## src/rtl/pwm_cmd_sched.sv

```systemverilog
// rtl/pwm_cmd_sched.sv - UART byte-command parser driving the PWM duty register bank
//
// Purpose: parses 'W' ch duty (write) and 'R' ch (read) byte commands. It keeps NCH
// duty registers and returns one response byte per command: 'K', 'E' or the duty value.
// Optional feature macro: PWM_CMD_READBACK_EN. When it is defined, the 'R' command
// is supported. When it is undefined, 'R' is treated as an unknown opcode.
//
// Ports:
//   CLK        system clock
//   RST_N      asynchronous active-low reset
//   rx_data    received byte            rx_valid / rx_ready  receive handshake
//   tx_data    response byte            tx_valid / tx_ready  transmit handshake
//   duty_flat  channel i duty at [i*DW +: DW]
//   duty_upd   one-cycle pulse per duty write, upd_ch = channel of last write
//   busy       parser not idle          err_cnt              saturating protocol error count
module pwm_cmd_sched #(
  parameter int NCH         = 8,
  parameter int DW          = 8,
  parameter int TIMEOUT_CYC = 5000000
) (
  input  logic              CLK,
  input  logic              RST_N,
  input  logic [7:0]        rx_data,
  input  logic              rx_valid,
  output logic              rx_ready,
  output logic [7:0]        tx_data,
  output logic              tx_valid,
  input  logic              tx_ready,
  output logic [NCH*DW-1:0] duty_flat,
  output logic              duty_upd,
  output logic [3:0]        upd_ch,
  output logic              busy,
  output logic [7:0]        err_cnt
);

  localparam int            CW      = $clog2(TIMEOUT_CYC + 1);
  localparam logic [CW-1:0] TO_LAST = CW'(TIMEOUT_CYC - 1);
  localparam logic [7:0]    OP_W    = 8'h57;
  localparam logic [7:0]    RSP_E   = 8'h45;
  localparam logic [7:0]    RSP_K   = 8'h4B;
  localparam logic [7:0]    NCH_B   = 8'(NCH);

  typedef enum logic [1:0] {S_IDLE, S_GET_CH, S_GET_DUTY, S_RESP} state_t;

  state_t              r_state, w_state_nx;
  logic [3:0]          r_ch, w_ch_nx;
  logic [CW-1:0]       r_cnt, w_cnt_nx;
  logic [NCH*DW-1:0]   r_duty, w_duty_nx;
  logic                r_duty_upd, w_duty_upd_nx;
  logic [3:0]          r_upd_ch, w_upd_ch_nx;
  logic                r_tx_valid, w_tx_valid_nx;
  logic [7:0]          r_tx_data, w_tx_data_nx;
  logic                r_rx_ready;
  logic                r_busy;
  logic [7:0]          r_err;
  logic                w_err_inc;
  logic                w_acc;
  logic                w_to;
`ifdef PWM_CMD_READBACK_EN
  localparam logic [7:0] OP_R = 8'h52;
  logic                r_op_rd, w_op_rd_nx;
`endif

  assign w_acc = rx_valid & r_rx_ready;
  assign w_to  = (r_cnt == TO_LAST);

  always_comb begin
    w_state_nx    = r_state;
    w_ch_nx       = r_ch;
    w_cnt_nx      = r_cnt;
    w_duty_nx     = r_duty;
    w_duty_upd_nx = 1'b0;
    w_upd_ch_nx   = r_upd_ch;
    w_tx_valid_nx = r_tx_valid;
    w_tx_data_nx  = r_tx_data;
    w_err_inc     = 1'b0;
`ifdef PWM_CMD_READBACK_EN
    w_op_rd_nx    = r_op_rd;
`endif
    case (r_state)
      S_IDLE: begin
        if (w_acc) begin
          w_cnt_nx = '0;
          if (rx_data == OP_W) begin
            w_state_nx = S_GET_CH;
`ifdef PWM_CMD_READBACK_EN
            w_op_rd_nx = 1'b0;
          end else if (rx_data == OP_R) begin
            w_state_nx = S_GET_CH;
            w_op_rd_nx = 1'b1;
`endif
          end else begin
            w_state_nx    = S_RESP;
            w_tx_valid_nx = 1'b1;
            w_tx_data_nx  = RSP_E;
            w_err_inc     = 1'b1;
          end
        end
      end
      S_GET_CH: begin
        if (w_acc) begin
          w_cnt_nx = '0;
          w_ch_nx  = rx_data[3:0];
          // The full byte is range checked, so 0x13 is rejected even though its low nibble is valid.
          if (rx_data >= NCH_B) begin
            w_state_nx    = S_RESP;
            w_tx_valid_nx = 1'b1;
            w_tx_data_nx  = RSP_E;
            w_err_inc     = 1'b1;
`ifdef PWM_CMD_READBACK_EN
          end else if (r_op_rd) begin
            w_state_nx    = S_RESP;
            w_tx_valid_nx = 1'b1;
            w_tx_data_nx  = r_duty[rx_data[3:0]*DW +: DW];
`endif
          end else begin
            w_state_nx = S_GET_DUTY;
          end
        end else if (w_to) begin
          w_state_nx = S_IDLE;
          w_cnt_nx   = '0;
          w_err_inc  = 1'b1;
        end else begin
          w_cnt_nx = r_cnt + CW'(1);
        end
      end
      S_GET_DUTY: begin
        if (w_acc) begin
          w_cnt_nx                  = '0;
          w_duty_nx[r_ch*DW +: DW]  = rx_data;
          w_duty_upd_nx             = 1'b1;
          w_upd_ch_nx               = r_ch;
          w_state_nx                = S_RESP;
          w_tx_valid_nx             = 1'b1;
          w_tx_data_nx              = RSP_K;
        end else if (w_to) begin
          w_state_nx = S_IDLE;
          w_cnt_nx   = '0;
          w_err_inc  = 1'b1;
        end else begin
          w_cnt_nx = r_cnt + CW'(1);
        end
      end
      S_RESP: begin
        if (r_tx_valid && tx_ready) begin
          w_state_nx    = S_IDLE;
          w_tx_valid_nx = 1'b0;
        end
      end
      default: w_state_nx = S_IDLE;
    endcase
  end

  always_ff @(posedge CLK or negedge RST_N) begin
    if (!RST_N) begin
      r_state    <= S_IDLE;
      r_ch       <= '0;
      r_cnt      <= '0;
      r_duty     <= '0;
      r_duty_upd <= 1'b0;
      r_upd_ch   <= '0;
      r_tx_valid <= 1'b0;
      r_tx_data  <= '0;
      r_rx_ready <= 1'b0;
      r_busy     <= 1'b0;
      r_err      <= '0;
`ifdef PWM_CMD_READBACK_EN
      r_op_rd    <= 1'b0;
`endif
    end else begin
      r_state    <= w_state_nx;
      r_ch       <= w_ch_nx;
      r_cnt      <= w_cnt_nx;
      r_duty     <= w_duty_nx;
      r_duty_upd <= w_duty_upd_nx;
      r_upd_ch   <= w_upd_ch_nx;
      r_tx_valid <= w_tx_valid_nx;
      r_tx_data  <= w_tx_data_nx;
      // The handshake flags are derived from the next state so that they are registered and still line up with the state.
      r_rx_ready <= (w_state_nx != S_RESP);
      r_busy     <= (w_state_nx != S_IDLE);
      if (w_err_inc && (r_err != 8'hFF)) r_err <= r_err + 8'd1;
`ifdef PWM_CMD_READBACK_EN
      r_op_rd    <= w_op_rd_nx;
`endif
    end
  end

  assign rx_ready  = r_rx_ready;
  assign tx_data   = r_tx_data;
  assign tx_valid  = r_tx_valid;
  assign duty_flat = r_duty;
  assign duty_upd  = r_duty_upd;
  assign upd_ch    = r_upd_ch;
  assign busy      = r_busy;
  assign err_cnt   = r_err;

endmodule

```

## config.mk

```make
export PLATFORM = sky130hd
export DESIGN_NAME = pwm_cmd_sched
export DESIGN_NICKNAME = d
export VERILOG_FILES = /design/src/rtl/pwm_cmd_sched.sv
export SDC_FILE = /design/constraint.sdc
export NUM_CORES = 1
export LEC_CHECK = 0
export CORE_MARGIN = 2
export CORE_UTILIZATION = 40
export DETAILED_ROUTE_END_ITERATION = 16
export PLACE_DENSITY = 0.7
export SYNTH_ARGS = -nofsm -noshare
export SYNTH_HDL_FRONTEND = slang
export SYNTH_SLANG_ARGS = --single-unit
```

## constraint.sdc

```tcl
create_clock -name CLK -period 3.9 [get_ports CLK]
set_clock_uncertainty 0.15 [all_clocks]
set_input_delay 0.78 -clock CLK [delete_from_list [all_inputs] [get_ports CLK]]
set_output_delay 0.78 -clock CLK [all_outputs]
set_load 0.01 [all_outputs]
```

==> metrics.md, run 1 <==
| Metric | Value |
|---|---|
| Status | `finished clean` |
| Hold Path Origin | `upd_ch[3]$_DFFE_PN0P_` |
| Sequential fraction of the synthesis area | `52.8%` |
| Layout area overhead | `27.1%` |
| Post-synth top area share | `52.8%` |
| Pre-CTS setup slack | `0.590 ns` |
| Asr flop ratio synth | `100%` |
| Compound-cell area share of the yosys netlist | `8.01%` |
| Pint | `3040 µW` |
| Clock H-tree levels | `3` |
| Post-synth EDFFs | `0` |
| Number of antenna-violating nets in the routed design | `0` |
| Synth Area in Simple Gates | `16.7%` |
| DR WL/cell | `16.4 µm` |
| Synthesized area | `0.00531 mm²` |
| Vias | `4000` |
| Psw | `1600 µW` |
| Largest family of logic cells by synthesized area | `simple AND/OR/NAND/NOR gates` |
| Clock transition at path regs | `0.07 ns` |
| Period utilization | `77.5%` |
| Area of the core | `0.0131 mm²` |
| Synth Area in XOR/XNOR | `2.64%` |
| DP Wirelength | `9010 µm` |
| CP Launch Type | `flip-flop` |
| Gr usage total | `17.7%` |
| Initial Util | `40.6%` |
| Cell Count, Final, Fillers Out | `754` |
| Commonest non-fill, non-tap cells in the layout | `112 x dfrtp_1, 95 x clkdlybuf4s50_1, 61 x mux2_2` |
| Worst path required time | `3.96 ns` |
| Crit end category | `flip-flop` |
| Diode count | `0` |
| Most common cell after layout, fill and taps aside | `dfrtp_1` |
| DRC errors left | `0` |
| Vias in the first global route | `3921` |
| Post-synthesis mux area share | `14.6%` |
| CP max FO | `15` |
| Hold-fix buffers at CTS | `0` |
| CTS resizes | `0` |
| P per Cell Area | `687 mW/mm²` |
| Normalized max-slew margin | `21.3%` |
| Die area | `0.0142 mm²` |
| CTS Buffer Depth | `2` |
| Root Driver | `clkbuf_16` |
| Syn avg cell area | `11.1 µm²` |
| Type of the most critical hold path | `flip-flop to flip-flop` |
| Total wire length | `12400 µm` |
| Adder-Cell Fraction of Synth Area | `1.88%` |
| Final Slew Violations | `0` |
| Sink Count | `112` |
| Arrival time at the worst endpoint | `3.08 ns` |
| Final WS setup | `0.879 ns` |
| Initial antenna violation count | `0` |
| Worst r2r src | `r_ch[0]$_DFFE_PN0P_` |
| Via density | `5.31` |
| First-pass GRT wire length | `19900 µm` |
| Row Count | `42` |
| Critical path type | `flip-flop to flip-flop` |
| Ys Warns | `0` |
| Fin Setup TNS | `0 ns` |
| CTS Buf Count | `9` |
| Clock power share | `20.4%` |
| Maximum number of pins on one net before global-route repair | `74` |
| Hold Vio Cnt, Final | `0` |
| Chip width | `119 µm` |
| Fin crit period | `3.02 ns` |
| DRT Pass-1 Iters | `4` |
| Die Y | `119 µm` |
| Nets | `594` |
| Gate Count Post-Synth | `477` |
| Fillers | `1125` |
| IO Count | `100` |
| Top cells by area, synth | `dfrtp_1 53%, mux2_2 13%, nand2_1 3.3%` |
| RSZ-0062 raised after global routing | `false` |
| Sequential power share | `38.6%` |
| CTS tree | `done` |
| Slew @ Worst Pin | `1.17 ns` |
| Drt initial violations | `209` |
| Setup violations, final | `0` |
| Worst setup path startpoint | `r_ch[0]$_DFFE_PN0P_` |
| GPL Wtd Cong | `0.925` |
| Sw frac | `34.5%` |
| Leakage power | `0.00304 µW` |
| Layout cells sized above 1 | `16.4%` |
| Max Cap Violations | `0` |
| Hold_ws | `0.334 ns` |
| Synthesis-stage register bit count | `112` |
| Yosys top cell by area | `dfrtp_1` |
| IO buf count | `96` |
| Ys flop type | `dfrtp_1` |
| Peak Freq | `331 MHz` |
| Maximum VDD drop | `0.203 mV` |
| Count of unique library cells instantiated by Yosys | `56` |
| Placed Cells | `739` |
| Grt total ovfl | `0` |
| Fin util | `51.6%` |
| Postcts setup bufs | `0` |
| Logic pwr share | `41.0%` |
| Worst-Skew Late Latency | `0.36 ns` |
==> flip-flops by register name, indices dropped and copies added, names as in the netlist, 2 cells and up <==
name / flops
r_cnt: 23
duty_flat: 64
r_state: 2
r_ch: 4
upd_ch: 4
tx_data: 3
err_cnt: 8
==> synth_stat cells, types with 2 or more instances <==
library cell,instances
nand3_1,15
and2_1,15
o22ai_1,4
and3_1,11
or4_1,2
a21boi_0,3
a21oi_1,12
nor3_1,6
dfrtp_1,112
mux2i_1,9
nand2_1,46
ha_1,8
clkbuf_1,7
o2111ai_1,3
o311ai_0,2
nand2b_1,4
mux2_2,61
inv_1,23
nor2_1,26
buf_4,5
or3_1,3
nor4_1,9
nor4b_1,2
nand4_1,4
xnor2_1,16
a31o_2,3
and4_1,3
nor2b_1,5
o21ai_0,22
o31ai_1,5
a21o_1,2
buf_2,4
a211oi_1,2
==> per-stage QoR <==
stage | power (µW) | instance area, µm²
detailed placement | 3730 | 6450
global placement | 3660 | 6450
floorplan | 2760 | 5320
finish | 4640 | 6750
global route | 4910 | 6750
CTS | 4680 | 6750
==> per-layer routing <==
layer | GRT usage (%) | share of wire, % | vias up
li1 | - | - | 1888
met1 | 22.4 | 43 | 1976
met2 | 30.1 | 50 | 121
met3 | 2.92 | 4.7 | 15
met4 | 7.44 | 1.9 | 0
met5 | 0 | 0 | -
==> cell type report <==
cell class	count	area, µm²	share of cell area [%]
repair buffers	101	996	14.7
flip-flops and latches	112	2800	41.5
clock buffers	9	225	3.33
clock inverters	6	75.1	1.11
well taps	176	220	3.26
multi-input cells	327	2350	34.8
inverters	23	86.3	1.28
==> final timing paths <==
check	end	slack, ns	cells past startpoint
setup / recovery	duty_flat[4]$_DFFE_PN0P_	0.88	7
hold / removal	upd_ch[3]$_DFFE_PN0P_	0.33	2
setup reg to reg	duty_flat[4]$_DFFE_PN0P_	0.88	7
hold reg to reg	upd_ch[3]$_DFFE_PN0P_	0.33	2
max in group asynchronous	upd_ch[1]$_DFFE_PN0P_	2.29	2
min in group asynchronous	duty_flat[19]$_DFFE_PN0P_	0.41	1
==> kinds of logic (layout without fill, tap and decap cells) <==
| group | Yosys count | after routing |
|---|---|---|
| mux | 70 | 70 |
| xor+xnor | 16 | 16 |
| flops | 112 | 112 |
| fa+ha+maj | 8 | 8 |
| other cells | 1 | 3 |
| compound gates | 65 | 65 |
| buf+inv | 40 | 139 |
| simple gates | 165 | 165 |
==> worst max-delay path, stage by stage (launching register included) <==
cell and delay, ns:
dfrtp_1 0.53, inv_1 0.18, ha_1 0.26, nor2b_1 0.36
nand2_1 0.16, nor3_2 0.49, o2111ai_2 0.51, mux2i_1 0.23
==> power groups by stage <==
stage	clock (µW)	sequential [µW]	combinational (µW)
CTS	970	1790	1920
finish	947	1790	1900
global placement	0	1790	1870
global route	1010	1840	2060
detailed placement	0	1810	1910
floorplan	0	1900	858
Note: power is estimated with default switching activity, not from simulation.
==> run 2, diff against run 1 <==
Clock period 3.9 ns to 3.1 ns, I/O delays scaled along.
==> metrics.md, run 2 (synthesized netlist as in run 1, its figures left out) <==
| Metric | Value |
|---|---|
| Status | `finished clean (unchanged)` |
| Clock H-tree levels | `3 (unchanged)` |
| Grt total ovfl | `0 (unchanged)` |
| Initial Util | `40.6% (unchanged)` |
| Row Count | `42 (unchanged)` |
| CP Launch Type | `flip-flop (unchanged)` |
| Cell Count, Final, Fillers Out | `769 (was 754)` |
| Type of the most critical hold path | `input port to async pin (was flip-flop to flip-flop)` |
| Sequential power share | `37.6% (was 38.6%)` |
| Crit end category | `flip-flop (unchanged)` |
| Worst-Skew Late Latency | `0.36 ns (about the same)` |
| P per Cell Area | `863 mW/mm² (was 687 mW/mm²)` |
| CP max FO | `7 (was 15)` |
| Layout cells sized above 1 | `18.5% (was 16.4%)` |
| CTS resizes | `0 (unchanged)` |
| Pre-CTS setup slack | `0.0989 ns (was 0.590 ns)` |
| Maximum VDD drop | `0.303 mV (was 0.203 mV)` |
| CTS Buf Count | `9 (unchanged)` |
| Root Driver | `clkbuf_16 (unchanged)` |
| Leakage power | `0.00312 µW (was 0.00304 µW)` |
| Hold-fix buffers at CTS | `0 (unchanged)` |
| Via density | `5.29 (was 5.31)` |
| Crit-path max cell delay | `0.72 ns (was 0.53 ns)` |
| Sw frac | `34.7% (was 34.5%)` |
| Maximum number of pins on one net before global-route repair | `53 (was 74)` |
| Max reg flops | `64 (unchanged)` |
| Most common cell after layout, fill and taps aside | `dfrtp_1 (unchanged)` |
| Slew @ Worst Pin | `0.915 ns (was 1.17 ns)` |
| Diode count | `0 (unchanged)` |
| Fin Setup TNS | `0 ns (unchanged)` |
| Pint | `3880 µW (was 3040 µW)` |
| CP delay by family, top | `simple AND/OR/NAND/NOR gates (unchanged)` |
| IO buf count | `96 (unchanged)` |
| Period utilization | `86.5% (was 77.5%)` |
| Met1 GRT Util | `23.8% (was 22.4%)` |
| Peak Freq | `373 MHz (was 331 MHz)` |
| Clock transition at path regs | `0.08 ns (was 0.07 ns)` |
| RSZ-0062 raised after global routing | `false (unchanged)` |
| Vias in the first global route | `4076 (was 3921)` |
| Total wire length | `12900 µm (was 12400 µm)` |
| DRT Pass-1 Iters | `7 (was 4)` |
| DRC errors left | `0 (unchanged)` |
| Clock power share | `20.6% (was 20.4%)` |
| Hold Vio Cnt, Final | `0 (unchanged)` |
| Die Y | `119 µm (unchanged)` |
| Gr usage total | `18.7% (was 17.7%)` |
| Commonest non-fill, non-tap cells in the layout | `112 x dfrtp_1, 95 x clkdlybuf4s50_1, 61 x mux2_2 (unchanged)` |
| Fin area | `0.00688 mm² (was 0.00675 mm²)` |
| DR WL/cell | `16.8 µm (was 16.4 µm)` |
| CTS tree | `done (unchanged)` |
| Normalized max-slew margin | `38.4% (was 21.3%)` |
| Placed Cells | `753 (was 739)` |
| Worst path required time | `3.20 ns (was 3.96 ns)` |
| DP Wirelength | `9580 µm (was 9010 µm)` |
| IO Count | `100 (unchanged)` |
| Sink Count | `112 (unchanged)` |
| WP buf/inv | `1 (unchanged)` |
| Post-DP Area | `0.00657 mm² (was 0.00645 mm²)` |
| Vias | `4065 (was 4000)` |
| Max Cap Violations | `0 (unchanged)` |
| Arrival time at the worst endpoint | `2.78 ns (was 3.08 ns)` |
| Chip width | `119 µm (unchanged)` |
| Nets | `608 (was 594)` |
| Setup violations, final | `0 (unchanged)` |
| Postcts setup bufs | `0 (unchanged)` |
| First-pass GRT wire length | `21100 µm (was 19900 µm)` |
| Initial antenna violation count | `0 (unchanged)` |
| CTS Buffer Depth | `2 (unchanged)` |
| Layout area overhead | `29.6% (was 27.1%)` |
| Critical path, cell by cell | `inv_1 > ha_1 > a21boi_0 > o22ai_1 > nor4_1 > nor2_1 > mux2_2 (was inv_1 > ha_1 > nor2b_1 > nand2_1 > nor3_2 > o2111ai_2 > mux2i_1)` |
| Fin crit period | `2.68 ns (was 3.02 ns)` |
| Max stage delay cell, worst path | `nor4_1 (was dfrtp_1)` |
| Critical path type | `flip-flop to flip-flop (unchanged)` |
| Psw | `2060 µW (was 1600 µW)` |
| Area of the core | `0.0131 mm² (unchanged)` |
| Final Slew Violations | `0 (unchanged)` |
| Grt peak-use layer | `met2 (unchanged)` |
| Met2 Resource Use GR | `31.6% (was 30.1%)` |
| Met3 Track Usage GR | `3.21% (was 2.92%)` |
| Logic pwr share | `41.8% (was 41.0%)` |
| GPL Wtd Cong | `0.875 (was 0.925)` |
| Number of antenna-violating nets in the routed design | `0 (unchanged)` |
| Drt initial violations | `214 (was 209)` |
| Die area | `0.0142 mm² (unchanged)` |
| Final WS setup | `0.419 ns (was 0.879 ns)` |
==> run 2: changes by cell type in the layout (fill, tap and decap cells not counted) <==
cell,before,now
inv_8,1,3
inv_6,2,1
buf_12,0,1
clkinv_2,0,1
buf_4,6,19
clkinvlp_4,1,0
==> run 2: final timing paths <==
path                                        from                        end  slack [ns]  cells past startpoint
max                         r_state[0]$_DFF_PN0_     err_cnt[1]$_DFFE_PN0P_        0.42                      7
min                                        RST_N  duty_flat[19]$_DFFE_PN0P_        0.15                      1
max reg2reg                 r_state[0]$_DFF_PN0_     err_cnt[1]$_DFFE_PN0P_        0.42                      7
min reg2reg                upd_ch[2]$_DFFE_PN0P_      upd_ch[2]$_DFFE_PN0P_        0.35                      2
max in group asynchronous                  RST_N        r_ch[3]$_DFFE_PN0P_        1.97                      2
min in group CLK           upd_ch[2]$_DFFE_PN0P_      upd_ch[2]$_DFFE_PN0P_        0.35                      2
==> run 2: routing by layer <==
layer | share of wire [%] | vias to the layer above
li1 | - | 1912
met1 | 43 | 2023
met2 | 50 | 109
met3 | 3.6 | 21
met4 | 2.9 | 0
met5 | 0 | -
==> run 2: power groups by stage <==
stage / Sequential [µW] / Combinational (µW) / Clock, µW
after floorplan: 2390 / 1080 / 0
after global placement: 2240 / 2440 / 0
after detailed placement: 2260 / 2500 / 0
after CTS: 2240 / 2500 / 1250
after global routing: 2290 / 2690 / 1320
final: 2230 / 2480 / 1220
==> run 2: worst register-to-register path, stage by stage (launching register included) <==
cell and delay, ns:
dfrtp_1 0.45, inv_1 0.12, ha_1 0.30, a21boi_0 0.21
o22ai_1 0.14, nor4_1 0.72, nor2_1 0.18, mux2_2 0.32
==> run 2: final cells by class <==
class,instances,area (µm²)
sequential,112,2800
inverter,23,86.3
timing repair buffer,115,1110
tap,176,220
clock buffer,9,225
clock inverter,7,86.3
multi-input combinational,327,2350
fill,1131,6200
==> run 2: per-stage QoR <==
step / hold slack (ns) / total power [µW] / util (%)
6_report: 0.150 / 5940 / 52.6
5_1_grt: 0.200 / 6300 / 52.6
3_5_place_dp: 0.332 / 4760 / 50.2
3_3_place_gp: 0.322 / 4680 / 50.2
4_1_cts: 0.164 / 5990 / 52.6
2_1_floorplan: 0.174 / 3470 / -
